File: config.mk
export PLATFORM = sky130hd
export DESIGN_NAME = inst_decode_queue
export DESIGN_NICKNAME = d
export VERILOG_FILES = /design/src/rtl/cpu_pkg.sv /design/src/rtl/inst_field_decode.sv /design/src/rtl/inst_decode_queue.sv
export SDC_FILE = /design/constraint.sdc
export NUM_CORES = 1
export LEC_CHECK = 0
export CAP_MARGIN = 30
export CORE_MARGIN = 10
export CORE_UTILIZATION = 57
export CTS_CLUSTER_SIZE = 14
export DETAILED_ROUTE_END_ITERATION = 8
export GPL_TIMING_DRIVEN = 0
export HOLD_SLACK_MARGIN = 0.05
export PLACE_DENSITY = 0.8
export SYNTH_ARGS = -nofsm -noshare
export SYNTH_HDL_FRONTEND = slang
export SYNTH_SLANG_ARGS = --single-unit
export TNS_END_PERCENT = 1
File: constraint.sdc
create_clock -name clock -period 5.2 [get_ports clock]
set_clock_uncertainty 0.1 [all_clocks]
set_input_delay 1.04 -clock clock [delete_from_list [all_inputs] [get_ports clock]]
set_output_delay 1.04 -clock clock [all_outputs]
set_load 0.01 [all_outputs]
File: src/rtl/cpu_pkg.sv
// Shared types for the fetch/decode path: opcode constants, immediate formats,
// and the decoded-instruction record carried through the decode queue.
package cpu_pkg;

    localparam int PKG_PC_W = 32;

    localparam logic [6:0] opImmOp = 7'b0010011;
    localparam logic [6:0] loadOp  = 7'b0000011;
    localparam logic [6:0] jalrOp  = 7'b1100111;
    localparam logic [6:0] storeOp = 7'b0100011;
    localparam logic [6:0] bneOp   = 7'b1100011;
    localparam logic [6:0] luiOp   = 7'b0110111;
    localparam logic [6:0] auipcOp = 7'b0010111;
    localparam logic [6:0] jalOp   = 7'b1101111;
    localparam logic [6:0] regOp   = 7'b0110011;

    typedef enum logic [2:0] {
        FMT_R = 3'd0,
        FMT_I = 3'd1,
        FMT_S = 3'd2,
        FMT_B = 3'd3,
        FMT_U = 3'd4,
        FMT_J = 3'd5
    } imm_fmt_e;

    typedef struct packed {
        logic [6:0]          op_type;
        logic [2:0]          op_sub;
        logic                op_flag;
        logic [4:0]          rd;
        logic [4:0]          rs1;
        logic [4:0]          rs2;
        logic [31:0]         imm;
        logic [PKG_PC_W-1:0] pc;
    } decoded_t;

    function automatic imm_fmt_e imm_fmt(input logic [6:0] op);
        imm_fmt_e fmt;
        case (op)
            opImmOp, loadOp, jalrOp: fmt = FMT_I;
            storeOp:                 fmt = FMT_S;
            bneOp:                   fmt = FMT_B;
            luiOp, auipcOp:          fmt = FMT_U;
            jalOp:                   fmt = FMT_J;
            default:                 fmt = FMT_R;
        endcase
        return fmt;
    endfunction

    function automatic logic op_known(input logic [6:0] op);
        logic known;
        case (op)
            opImmOp, loadOp, jalrOp, storeOp, bneOp,
            luiOp, auipcOp, jalOp, regOp: known = 1'b1;
            default:                      known = 1'b0;
        endcase
        return known;
    endfunction

endpackage

File: src/rtl/inst_field_decode.sv
// Combinational decode of one 32-bit instruction word into a decoded_t record.
// The pc field is left at zero; the queue fills it in from the fetch address.
module inst_field_decode
    import cpu_pkg::*;
(
    input  logic [31:0] inst_i,
    output decoded_t    entry_o
);

    imm_fmt_e fmt_s;
    logic     known_s;
    logic     shift_s;

    assign fmt_s   = imm_fmt(inst_i[6:0]);
    assign known_s = op_known(inst_i[6:0]);
    // Immediate shifts are funct3 001 and 101, i.e. low two funct3 bits = 01.
    assign shift_s = (inst_i[6:0] == opImmOp) && (inst_i[13:12] == 2'b01);

    // Field extraction by immediate format; unknown opcodes pass raw fields.
    always_comb begin
        entry_o         = {$bits(decoded_t){1'b0}};
        entry_o.op_type = inst_i[6:0];
        if (!known_s) begin
            entry_o.op_sub = inst_i[14:12];
            entry_o.rd     = inst_i[11:7];
            entry_o.rs1    = inst_i[19:15];
            entry_o.rs2    = inst_i[24:20];
        end else begin
            case (fmt_s)
                FMT_R: begin
                    entry_o.op_sub  = inst_i[14:12];
                    entry_o.op_flag = inst_i[30];
                    entry_o.rd      = inst_i[11:7];
                    entry_o.rs1     = inst_i[19:15];
                    entry_o.rs2     = inst_i[24:20];
                end
                FMT_I: begin
                    entry_o.op_sub  = inst_i[14:12];
                    entry_o.op_flag = shift_s ? inst_i[30] : 1'b0;
                    entry_o.rd      = inst_i[11:7];
                    entry_o.rs1     = inst_i[19:15];
                    entry_o.imm     = {{20{inst_i[31]}}, inst_i[31:20]};
                end
                FMT_S: begin
                    entry_o.op_sub = inst_i[14:12];
                    entry_o.rs1    = inst_i[19:15];
                    entry_o.rs2    = inst_i[24:20];
                    entry_o.imm    = {{20{inst_i[31]}}, inst_i[31:25], inst_i[11:7]};
                end
                FMT_B: begin
                    entry_o.op_sub = inst_i[14:12];
                    entry_o.rs1    = inst_i[19:15];
                    entry_o.rs2    = inst_i[24:20];
                    entry_o.imm    = {{19{inst_i[31]}}, inst_i[31], inst_i[7],
                                      inst_i[30:25], inst_i[11:8], 1'b0};
                end
                FMT_U: begin
                    entry_o.rd  = inst_i[11:7];
                    entry_o.imm = {inst_i[31:12], 12'd0};
                end
                FMT_J: begin
                    entry_o.rd  = inst_i[11:7];
                    entry_o.imm = {{11{inst_i[31]}}, inst_i[31], inst_i[19:12],
                                   inst_i[20], inst_i[30:21], 1'b0};
                end
                default: begin
                    entry_o.imm = 32'd0;
                end
            endcase
        end
    end

endmodule

File: src/rtl/inst_decode_queue.sv
// Fetch-and-decode buffer: issues imem reads for the offered pc, decodes the
// returned word and queues it for the issue stage. flush drops all pending work.
module inst_decode_queue
    import cpu_pkg::*;
#(
    parameter int DEPTH = 4,
    parameter int PC_W  = 32
) (
    input  logic            clock,
    input  logic            reset_n,
    input  logic            fetchReq,
    input  logic [PC_W-1:0] pc,
    output logic            fetchAccept,
    input  logic            flush,
    output logic            imemRead,
    output logic [PC_W-1:0] imemAddr,
    input  logic [31:0]     imemData,
    output logic            outValid,
    input  logic            outReady,
    output logic [6:0]      operatorType,
    output logic [2:0]      operatorSubType,
    output logic            operatorFlag,
    output logic [4:0]      rd,
    output logic [4:0]      rs1,
    output logic [4:0]      rs2,
    output logic [31:0]     imm,
    output logic [PC_W-1:0] instPc,
    output logic            empty,
    output logic            full
);

    localparam int PTR_W = $clog2(DEPTH);
    localparam int CNT_W = PTR_W + 1;
    localparam logic [CNT_W-1:0] DEPTH_C = CNT_W'(DEPTH);

    decoded_t         mem_q [DEPTH];
    decoded_t         decoded_s;
    decoded_t         push_entry_s;
    decoded_t         head_next_s;
    decoded_t         out_q;
    decoded_t         out_d;
    logic [PTR_W-1:0] head_q;
    logic [PTR_W-1:0] head_d;
    logic [PTR_W-1:0] tail_q;
    logic [PTR_W-1:0] tail_d;
    logic [CNT_W-1:0] count_q;
    logic [CNT_W-1:0] count_d;
    logic [CNT_W-1:0] occupancy_s;
    logic             inflight_q;
    logic             inflight_d;
    logic [PC_W-1:0]  inflight_pc_q;
    logic [PC_W-1:0]  inflight_pc_d;
    logic             accept_s;
    logic             push_s;
    logic             pop_s;

    inst_field_decode u_decode (
        .inst_i  (imemData),
        .entry_o (decoded_s)
    );

    // Tag the decoded word with the pc it was fetched from.
    always_comb begin
        push_entry_s    = decoded_s;
        push_entry_s.pc = PKG_PC_W'(inflight_pc_q);
    end

    // The in-flight fetch reserves a slot, so a same-cycle pop never frees one.
    assign occupancy_s = count_q + CNT_W'(inflight_q);
    assign accept_s    = reset_n & ~flush & (occupancy_s < DEPTH_C);
    assign fetchAccept = accept_s;
    assign imemRead    = fetchReq & accept_s;
    assign imemAddr    = pc;

    assign outValid = (count_q != {CNT_W{1'b0}});
    assign empty    = (count_q == {CNT_W{1'b0}});
    assign full     = (count_q == DEPTH_C);
    assign pop_s    = outValid & outReady;
    assign push_s   = inflight_q;

    // Pointer, count and in-flight next state; flush overrides everything.
    always_comb begin
        head_d        = head_q;
        tail_d        = tail_q;
        count_d       = count_q;
        inflight_d    = 1'b0;
        inflight_pc_d = inflight_pc_q;
        if (flush) begin
            head_d     = {PTR_W{1'b0}};
            tail_d     = {PTR_W{1'b0}};
            count_d    = {CNT_W{1'b0}};
            inflight_d = 1'b0;
        end else begin
            inflight_d    = imemRead;
            inflight_pc_d = imemRead ? pc : inflight_pc_q;
            head_d        = pop_s ? head_q + PTR_W'(1'b1) : head_q;
            tail_d        = push_s ? tail_q + PTR_W'(1'b1) : tail_q;
            count_d       = count_q + CNT_W'(push_s) - CNT_W'(pop_s);
        end
    end

    // Registered head view: follows the next head entry, holds when empty.
    always_comb begin
        head_next_s = mem_q[head_d];
        if (push_s && (tail_q == head_d)) begin
            head_next_s = push_entry_s;
        end else begin
            head_next_s = mem_q[head_d];
        end
        out_d = out_q;
        if (!flush && (count_d != {CNT_W{1'b0}})) begin
            out_d = head_next_s;
        end else begin
            out_d = out_q;
        end
    end

    // Control state and output register with synchronous active-low reset.
    always_ff @(posedge clock) begin
        if (!reset_n) begin
            head_q        <= {PTR_W{1'b0}};
            tail_q        <= {PTR_W{1'b0}};
            count_q       <= {CNT_W{1'b0}};
            inflight_q    <= 1'b0;
            inflight_pc_q <= {PC_W{1'b0}};
            out_q         <= {$bits(decoded_t){1'b0}};
        end else begin
            head_q        <= head_d;
            tail_q        <= tail_d;
            count_q       <= count_d;
            inflight_q    <= inflight_d;
            inflight_pc_q <= inflight_pc_d;
            out_q         <= out_d;
        end
    end

    // Entry storage; contents are only observed through out_q while count is non-zero.
    always_ff @(posedge clock) begin
        if (reset_n && !flush && push_s) begin
            mem_q[tail_q] <= push_entry_s;
        end
    end

    assign operatorType    = out_q.op_type;
    assign operatorSubType = out_q.op_sub;
    assign operatorFlag    = out_q.op_flag;
    assign rd              = out_q.rd;
    assign rs1             = out_q.rs1;
    assign rs2             = out_q.rs2;
    assign imm             = out_q.imm;
    assign instPc          = out_q.pc[PC_W-1:0];

endmodule

==> impl_metrics.env <==
export IMPL_netlist_instances=1212
export IMPL_yosys_area_top_type_share=0.566
export IMPL_r2r_start="count_q[2]$_SDFF_PN0_"
export IMPL_synth_ff_type="edfxtp_1"
export IMPL_avgSynthCellArea_um2=15.8
export IMPL_status="finished, final reports clean"
export IMPL_grt_max_degree=53
export IMPL_first_iter_violations=1129
export IMPL_drcViolationCount=0
export IMPL_cpLargestDelayFamily="buffers and inverters"
export IMPL_core_area_mm2=0.0328
export IMPL_wire_per_inst_um=23.8
export IMPL_nNetsFinal=1537
export IMPL_areaGrowthSynthToFinish_pct=21.5
export IMPL_holdPathEnd="rs1[4]$_SDFFE_PN0P_"
export IMPL_reg2reg_to="instPc[29]$_SDFFE_PN0P_"
export IMPL_critPathKind="input pin to output port"
export IMPL_grt_pass1_vias=11913
export IMPL_ant_nets=0
export IMPL_seq_power_share=0.526
export IMPL_required_ns=4.06
export IMPL_cp_num_buf_inv=5
export IMPL_hold_violations=0
export IMPL_power_share_switching=0.213
export IMPL_tns_ns=0
export IMPL_arrival_ns=3.82
export IMPL_finalCritPeriodShare=0.954
export IMPL_fill_cells=2154
export IMPL_cts_tree="done"
export IMPL_hold_path_class="flop to flop"
export IMPL_drive_gt1_frac=0.158
export IMPL_yosys_top_cells_area="edfxtp_1 (57%), dfxtp_1 (14%), mux4_2 (11%)"
export IMPL_min_period_ns=4.96
export IMPL_drt_total_wl_mm=46.2
export IMPL_hold_buffers=0
export IMPL_rows=66
export IMPL_grt_remaining_overflow=0
export IMPL_p_per_area_mw_per_mm2=354
export IMPL_cts_resized=0
export IMPL_setup_violations=0
export IMPL_power_frac_comb=0.072
export IMPL_post_dp_cell_area_mm2=0.0217
export IMPL_cp_cell_sequence="clkdlybuf4s50_1, nand2b_1, clkbuf_1, nor2_1, nand2_1, inv_1, buf_1, clkdlybuf4s50_1"
export IMPL_cts_buffers=48
export IMPL_p_leak_nw=8.10
export IMPL_stdcell_area_mm2=0.0232
export IMPL_whs_path_depth=2
export IMPL_crit_slowest_cell="clkdlybuf4s50_1"
export IMPL_relSlewSlack=0.335
export IMPL_mostFrequentLayoutCells="edfxtp_1 (360), nand2_1 (217), clkdlybuf4s50_1 (194), dfxtp_1 (130), mux4_2 (90)"
export IMPL_reg2reg_slack_ns=1.87
export IMPL_multi_input_area_mm2=0.00501
export IMPL_dieArea_mm2=0.0412
export IMPL_grt_use_total=0.221
export IMPL_ys_seq_area_frac=0.702
export IMPL_crit_path_end_kind="output port"
export IMPL_synth_edf_count=360
export IMPL_grt_pass1_wl_mm=70.4
export IMPL_ios=196
export IMPL_async_flop_share=0
export IMPL_yosysWarningCount=0
export IMPL_clkPwrFrac=0.402
export IMPL_antenna_found_initial=2
export IMPL_hp_start="rs1[4]$_SDFFE_PN0P_"
export IMPL_start_util=0.583
export IMPL_fmaxAchievable_ghz=0.202
export IMPL_ys_ff_latch=490
export IMPL_numPortBuffers=194
export IMPL_cts_sinks=490
export IMPL_num_vias=11511
export IMPL_maxSlewViolCount=0
export IMPL_final_common_cell="edfxtp_1"
export IMPL_htreeDepth=2
export IMPL_clk_latency_ns=0.55
export IMPL_synth_top_cell_by_area="edfxtp_1"
export IMPL_die_w_um=203
export IMPL_rsz0062_at_grt="no"
export IMPL_critPathMaxFanout=10
export IMPL_tightest_slew_ns=0.995
export IMPL_internal_power_mw=6.47
export IMPL_vdd_ir_drop_max_uv=343
export IMPL_place_ws_ns=0.266
export IMPL_p_switching_mw=1.75
export IMPL_root_buffer="clkbuf_16"
export IMPL_max_clock_path_buffers=3
export IMPL_cts_setup_buffers=0
export IMPL_cpMostUsedCell="clkdlybuf4s50_1"
export IMPL_netlist_area_mm2=0.0191
export IMPL_yosysUniqueCellTypes=52
export IMPL_drt_first_pass_iters=7
export IMPL_vias_per_cell=5.93
export IMPL_max_cap_violations=0
export IMPL_seqCellArea_mm2=0.0134
export IMPL_setup_worst_path_start="reset_n"
export IMPL_reg2reg_depth=9
export IMPL_place_gp_congestion=0.843
export IMPL_critPathLaunchType="input pin"
export IMPL_cts_clk_slew_worst_paths_ns=0.06
export IMPL_fp_dieH_um=203
export IMPL_dpl_hpwl_mm=30.6
export IMPL_setup_ws_ns=0.240
export IMPL_synth_nets=1289
export IMPL_slowest_delay_ns=0.65
[worst max path at each step]
stage          slack [ns]                endpoint  depth (start not counted)
2_1_floorplan        0.71   mem_q[1][0]$_DFFE_PP_                          5
3_3_place_gp        -1.59  mem_q[0][81]$_DFFE_PP_                          5
3_5_place_dp         0.27                imemRead                          8
4_1_cts              0.23                imemRead                          8
5_1_grt              0.03                imemRead                          8
6_report             0.24                imemRead                          8
[routing by layer]
| layer | global-route usage | wire (um) | vias up |
|---|---|---|---|
| met4 | 0.0653 | 1100 | 0 |
| met2 | 0.363 | 22400 | 493 |
| met3 | 0.0541 | 4380 | 79 |
| li1 | - | - | 5129 |
| met5 | 0 | 0 | - |
| met1 | 0.286 | 18300 | 5810 |
[flip-flops by register name, indices dropped and copies added, names as in the netlist]
name,cells
inflight_q,1
head_q,2
operatorSubType,3
imm,32
rs2,5
count_q,3
inflight_pc_q,32
operatorType,7
rs1,5
operatorFlag,1
rd,5
mem_q,360
instPc,32
tail_q,2
[per-stage QoR]
stage / utilization / total power [mW] / hold slack (ns) / std cells
global placement: 0.659 / 4.98 / 0.364 / 1848
global route: 0.708 / 8.44 / 0.422 / 1939
finish: 0.708 / 8.21 / 0.390 / 1942
floorplan: - / 4.65 / 0.382 / 1212
detailed placement: 0.662 / 5.00 / 0.371 / 1852
CTS: 0.708 / 8.25 / 0.392 / 1939
[cell type report]
class                           count  share of cell area
Antenna cell                        3            0.000323
Buffer                            104              0.0261
Clock buffer                       79              0.0615
Clock inverter                      8             0.00269
Inverter                           22             0.00356
Multi-Input combinational cell    596               0.216
Sequential cell                   490               0.578
Tap cell                          442              0.0238
Timing Repair Buffer              198              0.0884
[worst min-delay path, stage by stage, from the launching register on]
cell	delay, ns
dfxtp_1	0.32
a222oi_1	0.09
inv_1	0.05
[logic make-up (layout without fill, tap and decap cells)]
group	after synthesis	count (layout)	share of synthesized area
buffers and inverters	126	411	0.0360
adders and majority gates	8	8	0.00524
AOI/OAI and AO/OA	201	201	0.0784
DFF	490	490	0.702
xor gates and xnor gates	7	7	0.00576
other	0	3	0
and+or+nand+nor	288	288	0.0652
muxes	92	92	0.107
[synth_stat cells, types with 2 or more instances]
| cell | n |
|---|---|
| ha_1 | 8 |
| and3_1 | 3 |
| inv_1 | 22 |
| or3_1 | 2 |
| o21ai_0 | 18 |
| a32oi_1 | 45 |
| nor2b_1 | 20 |
| nor3b_1 | 2 |
| edfxtp_1 | 360 |
| nand2_1 | 217 |
| nand2b_1 | 2 |
| a22o_1 | 4 |
| a22oi_1 | 21 |
| a21boi_1 | 11 |
| buf_4 | 35 |
| xnor2_1 | 2 |
| nor2_1 | 12 |
| a21boi_0 | 33 |
| a21oi_1 | 39 |
| and2_1 | 15 |
| buf_1 | 3 |
| a21o_1 | 9 |
| clkbuf_1 | 39 |
| a222oi_1 | 11 |
| xnor3_1 | 3 |
| mux4_2 | 90 |
| nor3_1 | 2 |
| mux2i_1 | 2 |
| nand3_1 | 4 |
| buf_6 | 8 |
| buf_2 | 19 |
| dfxtp_1 | 130 |
| nor3_2 | 2 |
[power groups by stage]
stage	Sequential (mW)	Combinational, mW	Clock, mW
6_report	4.32	0.592	3.30
5_1_grt	4.33	0.638	3.47
4_1_cts	4.32	0.599	3.33
3_5_place_dp	4.40	0.594	0
3_3_place_gp	4.40	0.581	0
2_1_floorplan	4.41	0.243	0
No activity file was read; power rests on OpenSTA's default activity.
